### src/rtl/spi_xfer_master_pkg.sv
// Shared constants and helpers for spi_xfer_master.
// Holds the SPI core register map and CTRL bit positions, kept identical to the core's
// spi_defines.v (SPI_TX_0, SPI_RX_0, SPI_CTRL, SPI_DEVIDE, SPI_SS, SPI_CTRL_*), plus small
// functions that build the CTRL word and the RX length mask.
package spi_xfer_master_pkg;

  // Register byte offsets inside the SPI core
  localparam logic [4:0] SPI_TX_0   = 5'h00;
  localparam logic [4:0] SPI_RX_0   = 5'h00;
  localparam logic [4:0] SPI_CTRL   = 5'h10;
  localparam logic [4:0] SPI_DEVIDE = 5'h14;
  localparam logic [4:0] SPI_SS     = 5'h18;

  // CTRL register bit indices
  localparam int unsigned SPI_CTRL_ASS        = 13;
  localparam int unsigned SPI_CTRL_IE         = 12;
  localparam int unsigned SPI_CTRL_LSB        = 11;
  localparam int unsigned SPI_CTRL_TX_NEGEDGE = 10;
  localparam int unsigned SPI_CTRL_RX_NEGEDGE = 9;
  localparam int unsigned SPI_CTRL_GO         = 8;

  // A command length of 0 means a full 32-bit character
  function automatic logic [6:0] char_len(input logic [4:0] len);
    return (len == 5'd0) ? 7'd32 : {2'b00, len};
  endfunction

  function automatic logic [31:0] len_mask(input logic [4:0] len);
    return (len == 5'd0) ? 32'hFFFF_FFFF : ((32'd1 << len) - 32'd1);
  endfunction

  // mode = {LSB, TX_NEGEDGE, RX_NEGEDGE}; ASS and GO are always set
  function automatic logic [31:0] ctrl_word(input logic [4:0] len, input logic [2:0] mode,
                                            input logic ie);
    logic [31:0] w;
    w                      = '0;
    w[SPI_CTRL_ASS]        = 1'b1;
    w[SPI_CTRL_IE]         = ie;
    w[SPI_CTRL_LSB]        = mode[2];
    w[SPI_CTRL_TX_NEGEDGE] = mode[1];
    w[SPI_CTRL_RX_NEGEDGE] = mode[0];
    w[SPI_CTRL_GO]         = 1'b1;
    w[6:0]                 = char_len(len);
    return w;
  endfunction

endpackage

### src/rtl/spi_xfer_master_wbm_port.sv
// spi_wbm_port: single-access Wishbone master engine.
// Holds one access at a time. A request (i_req level) starts an access when the engine is idle;
// stb/cyc rise together with adr/dat/we and stay up until the ack cycle, then drop on that edge.
// o_done pulses for one cycle after the ack with the read data in o_rdat; that cycle is also the
// mandatory idle cycle, so a request still held during it is not started.
// Ports:
//   wb_clk_i, wb_rst_i          clock, asynchronous active-high reset
//   i_req/i_we/i_adr/i_wdat     access request
//   o_done/o_rdat               completion pulse and registered read data
//   o_wbm_*/i_wbm_*             Wishbone master signals
module spi_wbm_port (
  input  logic        wb_clk_i,
  input  logic        wb_rst_i,
  input  logic        i_req,
  input  logic        i_we,
  input  logic [4:0]  i_adr,
  input  logic [31:0] i_wdat,
  output logic        o_done,
  output logic [31:0] o_rdat,
  output logic [4:0]  o_wbm_adr,
  output logic [31:0] o_wbm_dat,
  output logic [3:0]  o_wbm_sel,
  output logic        o_wbm_we,
  output logic        o_wbm_cyc,
  output logic        o_wbm_stb,
  input  logic [31:0] i_wbm_dat,
  input  logic        i_wbm_ack
);

  logic        r_stb;
  logic        r_we;
  logic [4:0]  r_adr;
  logic [31:0] r_dat;
  logic [3:0]  r_sel;
  logic        r_done;
  logic [31:0] r_rdat;

  always_ff @(posedge wb_clk_i or posedge wb_rst_i) begin
    if (wb_rst_i) begin
      r_stb  <= 1'b0;
      r_we   <= 1'b0;
      r_adr  <= '0;
      r_dat  <= '0;
      r_sel  <= '0;
      r_done <= 1'b0;
      r_rdat <= '0;
    end else begin
      r_sel  <= 4'hF;
      r_done <= 1'b0;
      if (r_stb) begin
        if (i_wbm_ack) begin
          r_stb  <= 1'b0;
          r_done <= 1'b1;
          r_rdat <= i_wbm_dat;
        end
      end else if (i_req && !r_done) begin
        // r_done high marks the idle cycle after an ack
        r_stb <= 1'b1;
        r_we  <= i_we;
        r_adr <= i_adr;
        r_dat <= i_wdat;
      end
    end
  end

  assign o_done    = r_done;
  assign o_rdat    = r_rdat;
  assign o_wbm_adr = r_adr;
  assign o_wbm_dat = r_dat;
  assign o_wbm_sel = r_sel;
  assign o_wbm_we  = r_we;
  assign o_wbm_cyc = r_stb;
  assign o_wbm_stb = r_stb;

endmodule

### src/rtl/spi_xfer_master.sv
// spi_xfer_master: Wishbone sequencer driving the SPI core register file.
// After reset it writes DIVIDE once, then per command writes SS (only when the mask changed or
// the cached mask is invalid), TX0, CTRL with GO, waits for completion, reads RX0 and returns the
// masked word on a valid/ready response port. A wait that runs out of POLL_LIMIT returns
// rsp_err_o=1 with zero data and invalidates the SS cache.
// Build option: define SPI_XFER_IRQ_EN to wait on wbm_int_i (POLL_LIMIT then counts cycles)
// instead of polling CTRL.GO (POLL_LIMIT counts CTRL reads).
// Ports:
//   wb_clk_i, wb_rst_i                       clock, asynchronous active-high reset
//   cmd_valid_i/cmd_ready_o/cmd_data_i/
//   cmd_len_i/cmd_ss_i                       command stream
//   rsp_valid_o/rsp_ready_i/rsp_data_o/
//   rsp_err_o                                response stream
//   busy_o                                   high outside READY
//   wbm_*                                    Wishbone master towards the SPI core
module spi_xfer_master
  import spi_xfer_master_pkg::*;
#(
  parameter logic [15:0]  DIVIDER_INIT = 16'd1,
  parameter logic [2:0]   CTRL_MODE    = 3'b000,
  parameter int unsigned  POLL_LIMIT   = 1024
) (
  input  logic        wb_clk_i,
  input  logic        wb_rst_i,
  input  logic        cmd_valid_i,
  output logic        cmd_ready_o,
  input  logic [31:0] cmd_data_i,
  input  logic [4:0]  cmd_len_i,
  input  logic [7:0]  cmd_ss_i,
  output logic        rsp_valid_o,
  input  logic        rsp_ready_i,
  output logic [31:0] rsp_data_o,
  output logic        rsp_err_o,
  output logic        busy_o,
  output logic [4:0]  wbm_adr_o,
  output logic [31:0] wbm_dat_o,
  input  logic [31:0] wbm_dat_i,
  output logic [3:0]  wbm_sel_o,
  output logic        wbm_we_o,
  output logic        wbm_cyc_o,
  output logic        wbm_stb_o,
  input  logic        wbm_ack_i,
  input  logic        wbm_int_i
);

  typedef enum logic [2:0] {
    StInitDiv, StReady, StWrSs, StWrTx, StWrCtrl, StWait, StRdRx, StResp
  } state_e;

  // Counter holds 0..POLL_LIMIT-1; the last value ends the wait
  localparam int unsigned    CntW     = (POLL_LIMIT < 2) ? 1 : $clog2(POLL_LIMIT);
  localparam logic [CntW-1:0] PollLast = CntW'(POLL_LIMIT - 1);

  state_e      r_state, w_state_next;
  logic        r_cmd_ready, r_busy, r_rsp_valid, r_rsp_err;
  logic [31:0] r_rsp_data;
  logic [31:0] r_data;
  logic [4:0]  r_len;
  logic [7:0]  r_ss;
  logic [7:0]  r_ss_cache;
  logic        r_ss_vld;
  logic [CntW-1:0] r_poll_cnt;

  logic        w_req, w_we, w_done;
  logic [4:0]  w_adr;
  logic [31:0] w_wdat, w_rdat;
  logic        w_wait_step, w_wait_ok, w_timeout;
  logic        w_ie;

`ifdef SPI_XFER_IRQ_EN
  assign w_ie        = 1'b1;
  assign w_wait_step = 1'b1;                 // one step per clock cycle
  assign w_wait_ok   = wbm_int_i;
`else
  logic w_unused;
  assign w_unused    = wbm_int_i;
  assign w_ie        = 1'b0;
  assign w_wait_step = w_done;               // one step per completed CTRL read
  assign w_wait_ok   = ~w_rdat[SPI_CTRL_GO];
`endif

  assign w_timeout = (r_state == StWait) && w_wait_step && !w_wait_ok &&
                     (r_poll_cnt == PollLast);

  // State register and registered handshake outputs
  always_ff @(posedge wb_clk_i or posedge wb_rst_i) begin
    if (wb_rst_i) begin
      r_state     <= StInitDiv;
      r_cmd_ready <= 1'b0;
      r_busy      <= 1'b0;
      r_rsp_valid <= 1'b0;
    end else begin
      r_state     <= w_state_next;
      r_cmd_ready <= (w_state_next == StReady);
      r_busy      <= (w_state_next != StReady);
      r_rsp_valid <= (w_state_next == StResp);
    end
  end

  // Next-state logic
  always_comb begin
    w_state_next = r_state;
    unique case (r_state)
      StInitDiv: if (w_done) w_state_next = StReady;
      StReady: begin
        if (cmd_valid_i) begin
          w_state_next = (r_ss_vld && (cmd_ss_i == r_ss_cache)) ? StWrTx : StWrSs;
        end
      end
      StWrSs:   if (w_done) w_state_next = StWrTx;
      StWrTx:   if (w_done) w_state_next = StWrCtrl;
      StWrCtrl: if (w_done) w_state_next = StWait;
      StWait: begin
        if (w_wait_step) begin
          if (w_wait_ok)      w_state_next = StRdRx;
          else if (w_timeout) w_state_next = StResp;
        end
      end
      StRdRx:   if (w_done) w_state_next = StResp;
      StResp:   if (rsp_ready_i) w_state_next = StReady;
      default:  w_state_next = StInitDiv;
    endcase
  end

  // Wishbone request decode; the port holds off while its done pulse is up
  always_comb begin
    w_req  = 1'b0;
    w_we   = 1'b0;
    w_adr  = '0;
    w_wdat = '0;
    unique case (r_state)
      StInitDiv: begin
        w_req = 1'b1; w_we = 1'b1; w_adr = SPI_DEVIDE; w_wdat = {16'h0000, DIVIDER_INIT};
      end
      StWrSs: begin
        w_req = 1'b1; w_we = 1'b1; w_adr = SPI_SS; w_wdat = {24'h000000, r_ss};
      end
      StWrTx: begin
        w_req = 1'b1; w_we = 1'b1; w_adr = SPI_TX_0; w_wdat = r_data;
      end
      StWrCtrl: begin
        w_req = 1'b1; w_we = 1'b1; w_adr = SPI_CTRL; w_wdat = ctrl_word(r_len, CTRL_MODE, w_ie);
      end
      StWait: begin
`ifndef SPI_XFER_IRQ_EN
        w_req = 1'b1; w_adr = SPI_CTRL;
`endif
      end
      StRdRx: begin
        w_req = 1'b1; w_adr = SPI_RX_0;
      end
      default: ;
    endcase
  end

  // Command latch, SS cache, poll counter and response registers
  always_ff @(posedge wb_clk_i or posedge wb_rst_i) begin
    if (wb_rst_i) begin
      r_data     <= '0;
      r_len      <= '0;
      r_ss       <= '0;
      r_ss_cache <= '0;
      r_ss_vld   <= 1'b0;
      r_poll_cnt <= '0;
      r_rsp_data <= '0;
      r_rsp_err  <= 1'b0;
    end else begin
      if (r_state == StReady && cmd_valid_i) begin
        r_data <= cmd_data_i;
        r_len  <= cmd_len_i;
        r_ss   <= cmd_ss_i;
      end
      if (r_state == StWrSs && w_done) begin
        r_ss_cache <= r_ss;
        r_ss_vld   <= 1'b1;
      end
      if (r_state == StWrCtrl) begin
        r_poll_cnt <= '0;
      end else if (r_state == StWait && w_wait_step && !w_wait_ok && !w_timeout) begin
        r_poll_cnt <= r_poll_cnt + 1'b1;
      end
      if (w_timeout) begin
        // Core state is unknown after a timeout, so force an SS rewrite next time
        r_ss_vld   <= 1'b0;
        r_rsp_data <= '0;
        r_rsp_err  <= 1'b1;
      end else if (r_state == StRdRx && w_done) begin
        r_rsp_data <= w_rdat & len_mask(r_len);
        r_rsp_err  <= 1'b0;
      end
    end
  end

  spi_wbm_port u_port (
    .wb_clk_i  (wb_clk_i),
    .wb_rst_i  (wb_rst_i),
    .i_req     (w_req),
    .i_we      (w_we),
    .i_adr     (w_adr),
    .i_wdat    (w_wdat),
    .o_done    (w_done),
    .o_rdat    (w_rdat),
    .o_wbm_adr (wbm_adr_o),
    .o_wbm_dat (wbm_dat_o),
    .o_wbm_sel (wbm_sel_o),
    .o_wbm_we  (wbm_we_o),
    .o_wbm_cyc (wbm_cyc_o),
    .o_wbm_stb (wbm_stb_o),
    .i_wbm_dat (wbm_dat_i),
    .i_wbm_ack (wbm_ack_i)
  );

  assign cmd_ready_o = r_cmd_ready;
  assign busy_o      = r_busy;
  assign rsp_valid_o = r_rsp_valid;
  assign rsp_data_o  = r_rsp_data;
  assign rsp_err_o   = r_rsp_err;

endmodule
### config.mk
export PLATFORM = sky130hd
export DESIGN_NAME = spi_xfer_master
export DESIGN_NICKNAME = d
export VERILOG_FILES = /design/src/rtl/spi_xfer_master_pkg.sv /design/src/rtl/spi_xfer_master_wbm_port.sv /design/src/rtl/spi_xfer_master.sv
export SDC_FILE = /design/constraint.sdc
export NUM_CORES = 1
export LEC_CHECK = 0
export CORE_ASPECT_RATIO = 1.4
export CORE_MARGIN = 3
export CORE_UTILIZATION = 35
export CTS_CLUSTER_DIAMETER = 150
export CTS_CLUSTER_SIZE = 40
export DETAILED_ROUTE_END_ITERATION = 8
export DONT_BUFFER_PORTS = 1
export GPL_TIMING_DRIVEN = 1
export PLACE_DENSITY = 0.58
export SLEW_MARGIN = 40
export SYNTH_ARGS = -nofsm -noshare
export SYNTH_HDL_FRONTEND = slang
export SYNTH_SLANG_ARGS = --single-unit
### constraint.sdc
create_clock -name wb_clk_i -period 9.1 [get_ports wb_clk_i]
set_input_delay 1.82 -clock wb_clk_i [delete_from_list [all_inputs] [get_ports wb_clk_i]]
set_output_delay 1.82 -clock wb_clk_i [all_outputs]
set_load 0.01 [all_outputs]
* After elaboration in Yosys (flattened, before gate mapping) *
Cells that the tools add are included.

word-level totals
  bits in registers = 176
  input port bits = 83
  output and inout port bits = 80
  word-level logic and storage cells = 88

operators by class
  $add $sub $neg = 2
  eq/ne operators = 12
  shift operators = 1
  multiplexer cells = 31
  bitwise logic cells = 2
  reductions and logical operators = 21

operator list
  operator                 count
  $pmux W32 S4             1
  $mux W32                 3
  $and A32 B32 Y32         1
  $shl A1 B5 Y32 const A   1
  $sub A32 B1 Y32 const B  1
  $mux W3                  10
  $pmux W3 S8              1
  $mux W10                 2
  $eq A3 B3 Y1 const B     5
  $pmux W5 S3              1
  $mux W1                  12
  $add A10 B1 Y10 const B  1
  $eq A10 B10 Y1 const B   1
  $logic_and A1 B1 Y1      9
  $eq A8 B8 Y1             1
  $eq A3 B1 Y1 const B     2
  $eq A3 B2 Y1 const B     2
  $mux W6                  1
  $reduce_bool A2 Y1       3
  $reduce_or A6 Y1         1
  $logic_not A5 Y1         1
  $reduce_and A2 Y1        2
  $reduce_or A4 Y1         1
  $logic_not A3 Y1         1
  4 further kinds          5

* Logic depth before layout (Yosys ltp) *
  word-level depth = 9
  mapped depth = 12

* By module *
A second synthesis with hierarchy kept.

unflattened totals
  cell total of the unflattened synthesis = 655
  area total of the unflattened synthesis = 8,011.4 µm²

by module, submodules not included
  module           instances  cells an instance  area each (µm²)  sequential area each (µm²)
  spi_xfer_master  1          494                5,283.8          2,577.5
  spi_wbm_port     1          161                2,727.6          1,826.8

* Worst setup path before layout *
No wires, ideal clock.

  kind = in2reg
  start = input port cmd_valid_i
  end = register r_data[2]
  setup time = 0.125 ns
  arrival = 2.651 ns
  required time = 8.975 ns
  slack = 6.325 ns
  cell stages on the path = 5
  cell sequence = and2_1 > buf_2 > buf_4 > buf_4 > mux2_2

between the ends
  longest elaborated chain between the ends = 1

ends and longest elaborated chain
  element               line                    RTL
  start, declared       spi_xfer_master.sv:25   input logic cmd_valid_i,
  $logic_and A1 B1 Y1   spi_xfer_master.sv:168  if (r_state == StReady && cmd_valid_i) begin
  end signal, assigned  spi_xfer_master.sv:169  r_data <= cmd_data_i;
  end, declared         spi_xfer_master.sv:57   logic [31:0] r_data;

Every way passes these cells.
A chain may end at the register's enable or synchronous reset.

* Final worst setup path *
  start = register r_len[1]
  end = register r_rsp_data[18], in the netlist rsp_data_o[18]

between the ends
  longest elaborated chain between the ends = 6
  elaborated cells on any way between the ends = 7
  those cells by class = add/sub: 1; shift: 1; mux: 3; bitwise: 1; reduce/logical: 1

ends and longest elaborated chain
  element                 line                       RTL
  start, declared         spi_xfer_master.sv:58      logic [4:0] r_len;
  start signal, assigned  spi_xfer_master.sv:170     r_len <= cmd_len_i;
  $shl A1 B5 Y32          spi_xfer_master_pkg.sv:28  return (len == 5'd0) ? 32'hFFFF_FFFF : ((32'd1 << len) - 32'd1);
  $sub A32 B1 Y32         spi_xfer_master_pkg.sv:28
  $mux W32 *              spi_xfer_master_pkg.sv:28
  $and A32 B32 Y32 *      spi_xfer_master.sv:188     r_rsp_data <= w_rdat & len_mask(r_len);
  $mux W32 *              spi_xfer_master.sv:187     end else if (r_state == StRdRx && w_done) begin
  $mux W32 *              spi_xfer_master.sv:182     if (w_timeout) begin
  end signal, assigned    spi_xfer_master.sv:188
  end, declared           spi_xfer_master.sv:56      logic [31:0] r_rsp_data;

Mark *: on every way between the ends. The rest lies on a longest branch, timed or not. The select of a mux whose other input is x is not followed.

==> flow_summary.yaml <==
status:
  outcome: "finished, final reports clean"
logic_synthesis:
  netlist.area_leader.share_pct: 55.8
  ys_ff_latch: 174
  synth_edf_count: 0
  syn-instance-count: 680
  avgSynthCellArea_um2: 11.5
  synthFlopType: "dfrtp_1"
  synth_area_um2: 7800
  synth-async-reset-ratio_pct: 100
  yosysTopAreaCell: "dfrtp_1"
  ys_seq_area_share_pct: 55.8
  post_synth_num_cell_types: 67
  yosys-top-cells-area: "dfrtp_1 56%, mux2_2 12%, nand2_1 4.5%, o21ai_0 3.9%, a32o_1 2.4%"
  yosysWarnings: 0
power_and_ir_drop:
  p_per_area_nw_per_um2: 359
  cellLeakagePower_nw: 3.53
  power_report.internal_total_mw: 1.87
  sequentialPowerShare_pct: 48.8
  pwr-share-clk_pct: 22.1
  switching_share_pct: 38.5
  power_switching_mw: 1.17
  ir_drop_mv: 0.147
  combPwrFrac_pct: 29.1
clock_tree:
  cts_buffers: 17
  root_buffer: "clkbuf_16"
  htree_levels: 4
  clk_pin_slew_worst_paths_ns: 0.07
  postCtsHoldBufs: 0
  cts_resized: 0
  clkLatencyLatePin_ns: 0.43
  post_cts_buffers: 0
  cts_buffer_depth: 2
  numClockSinks: 174
  cts_tree: "yes"
floorplanning:
  die_x_um: 132
  ios: 163
  std_cell_rows: 64
  die_h_um: 183
  fp.coreArea_um2: 21900
  start_util_pct: 35.7
  dieArea_um2: 24100
drt:
  routed_via_density: 5.39
  drt-pass1-iter-count: 5
  vias: 5179
  wl_um: 19400
  wl_per_cell_um: 20.2
  antenna_left: 0
  drc: 0
  drtIter0Drc: 459
timing:
  relSlewSlack_pct: 47.1
  rsz0062_at_grt: "no"
  setup_tns_ns: 0
  fin_crit_ns: 3.39
  min_period_over_period_pct: 37.3
  worstMarginPinSlew_ns: 0.793
  drv_slew: 0
  hold_viol: 0
  skew_ns: 0.0120
  fmax_mhz: 295
  finalSetupViolCount: 0
place:
  gp_congestion: 0.823
  io_buffers: 0
  dp_hpwl_um: 13600
worst_setup_path:
  cp_top_family: "compound AO/OA/AOI/OAI gates"
  cp.required_ns: 9.46
  max_stage_delay_ns: 0.85
  path_buf_inv: 2
  path_class: "flip-flop to flip-flop"
  cp_slowest_cell: "dfrtp_1"
  crit_arrival_ns: 3.75
  critPathLaunchType: "flip-flop"
  crit_chain: "or3_1, nor3_2, inv_2, ha_1, inv_1, a21boi_0, o311ai_0, o2bb2ai_1"
  worstPathMaxFanout: 26
  end_kind: "flip-flop"
global_route:
  use_met1_pct: 18.7
  grt_max_degree: 103
  antenna_found_initial: 0
  grt_pass1_wl_um: 30700
  use_met3_pct: 5.96
  top_usage_layer: "met2"
  gr-usage-met2_pct: 27.8
  grt_pass1_vias: 5334
  overflow: 0
  groute.usage.overall_pct: 16.2
hold_path:
  hp-class: "flip-flop to flip-flop"
job:
  maxCapViolCount: 0
layout:
  nets: 735
  area_growth_pct: 8.56
  n_fill_cell: 2152
  seq_area_um2: 4360
  drive_above_1_share_pct: 21.0
  final_core_util_pct: 38.8
  antenna_cells: 0
  multiInputGateArea_um2: 3090
==> cells in the final DEF (no fill, tap or decap), types with 3 or more instances in the layout <==
master / count
xor2_1: 10
o31ai_1: 3
clkbuf_16: 17
nand3_1: 13
conb_1: 3
inv_1: 14
nor3_1: 5
nor2_1: 11
a32o_1: 19
mux2_2: 81
a31oi_1: 4
o21ai_0: 61
or3_1: 8
and2_1: 3
o22ai_1: 10
clkinv_2: 3
buf_4: 3
o311a_1: 3
nor4_1: 4
a22o_1: 10
nand4_1: 5
o2bb2ai_1: 7
clkinv_4: 4
nand2_1: 93
o21bai_1: 3
mux2i_1: 10
o211ai_1: 4
dfrtp_1: 173
a21oi_1: 18
clkinvlp_4: 4
==> worst paths after layout <==
kind / from / end / slack (ns) / cells past startpoint
worst max-delay path: r_len[1]$_DFFE_PP0P_ / rsp_data_o[18]$_DFFE_PP0P_ / 5.71 / 8
worst min-delay path: r_ss_vld$_DFFE_PP0P_ / r_ss_vld$_DFFE_PP0P_ / 0.50 / 1
worst max register to register: r_len[1]$_DFFE_PP0P_ / rsp_data_o[18]$_DFFE_PP0P_ / 5.71 / 8
min in group asynchronous: wb_rst_i / u_port.o_wbm_dat[9]$_DFFE_PP0P_ / 1.37 / 1
max in group asynchronous: wb_rst_i / rsp_data_o[2]$_DFFE_PP0P_ / 6.62 / 2
worst min register to register: r_ss_vld$_DFFE_PP0P_ / r_ss_vld$_DFFE_PP0P_ / 0.50 / 1
==> Yosys cell counts (all sizes together), types with 3 or more instances <==
library cell / n
xor2: 10
a22o: 10
mux2: 81
a32o: 19
mux2i: 10
nor2: 12
o211ai: 4
o2bb2ai: 7
a21oi: 18
clkbuf: 13
and2: 4
nor3b: 3
buf: 41
a31oi: 4
or3: 9
o22ai: 10
nand3: 14
o21ai: 61
dfrtp: 174
nor3: 7
o311a: 3
o311ai: 3
o21bai: 3
nor4: 4
inv: 17
nand4: 5
o31ai: 3
nand2: 94
==> cell families (layout without fill, tap and decap cells) <==
group	Yosys count	count (layout)	synth area share (%)
AND/OR/NAND/NOR	167	167	10.5
other	2	3	0.0962
multiplexers	91	91	13.0
AO/OA/AOI/OAI	163	163	14.5
flip-flops	174	174	55.8
XOR/XNOR	10	10	1.12
buffers and inverters	71	53	4.70
adder cells (fa/ha/maj)	2	2	0.321
==> layout make-up <==
cell class                      count  area share (%)
Sequential cell                   174            51.4
Multi-Input combinational cell    436            36.5
Clock buffer                       20            5.39
Tap cell                          297            4.39
Clock inverter                     12            1.05
Inverter                           17           0.842
Timing Repair Buffer                4           0.399
==> registers in the layout (all words and copies together) (netlist names), 3 cells and up <==
register,flops
rsp_data_o,32
r_ss,8
r_state,3
u_port.o_rdat,32
r_ss_cache,8
u_port.o_wbm_adr,3
r_data,32
r_len,5
r_poll_cnt,10
u_port.o_wbm_dat,32
==> stage by stage <==
step | setup slack, ns | power, mW | area, um^2 | instances | hold slack [ns]
after floorplan | 2.56 | 2.14 | 7810 | 681 | 0.444
after global placement | 5.67 | 2.34 | 7910 | 928 | 0.483
after detailed placement | 5.73 | 2.39 | 7930 | 928 | 0.485
after CTS | 5.71 | 3.07 | 8470 | 960 | 0.500
after global routing | 5.42 | 3.25 | 8470 | 960 | 0.527
final | 5.71 | 3.04 | 8470 | 960 | 0.497
==> metal layers <==
metal	share of wire, %	wire (um)
met1	39	7520
met2	52	10000
met3	7.9	1540
met4	1.7	329
met5	0	0
==> power groups by stage <==
stage | clock network, mW | logic (mW) | registers (mW)
3_3_place_gp | 0 | 0.861 | 1.48
2_1_floorplan | 0 | 0.826 | 1.31
5_1_grt | 0.726 | 0.990 | 1.54
3_5_place_dp | 0 | 0.890 | 1.50
6_report | 0.672 | 0.885 | 1.49
4_1_cts | 0.689 | 0.897 | 1.49
==> worst register-to-register path: stages, from the launching register on <==
cell and delay, ns:
dfrtp_1 0.85, or3_1 0.35, nor3_2 0.09, inv_2 0.23
ha_1 0.72, inv_1 0.18, a21boi_0 0.51, o311ai_0 0.25
o2bb2ai_1 0.17
Power figures use the tool's default switching activity.
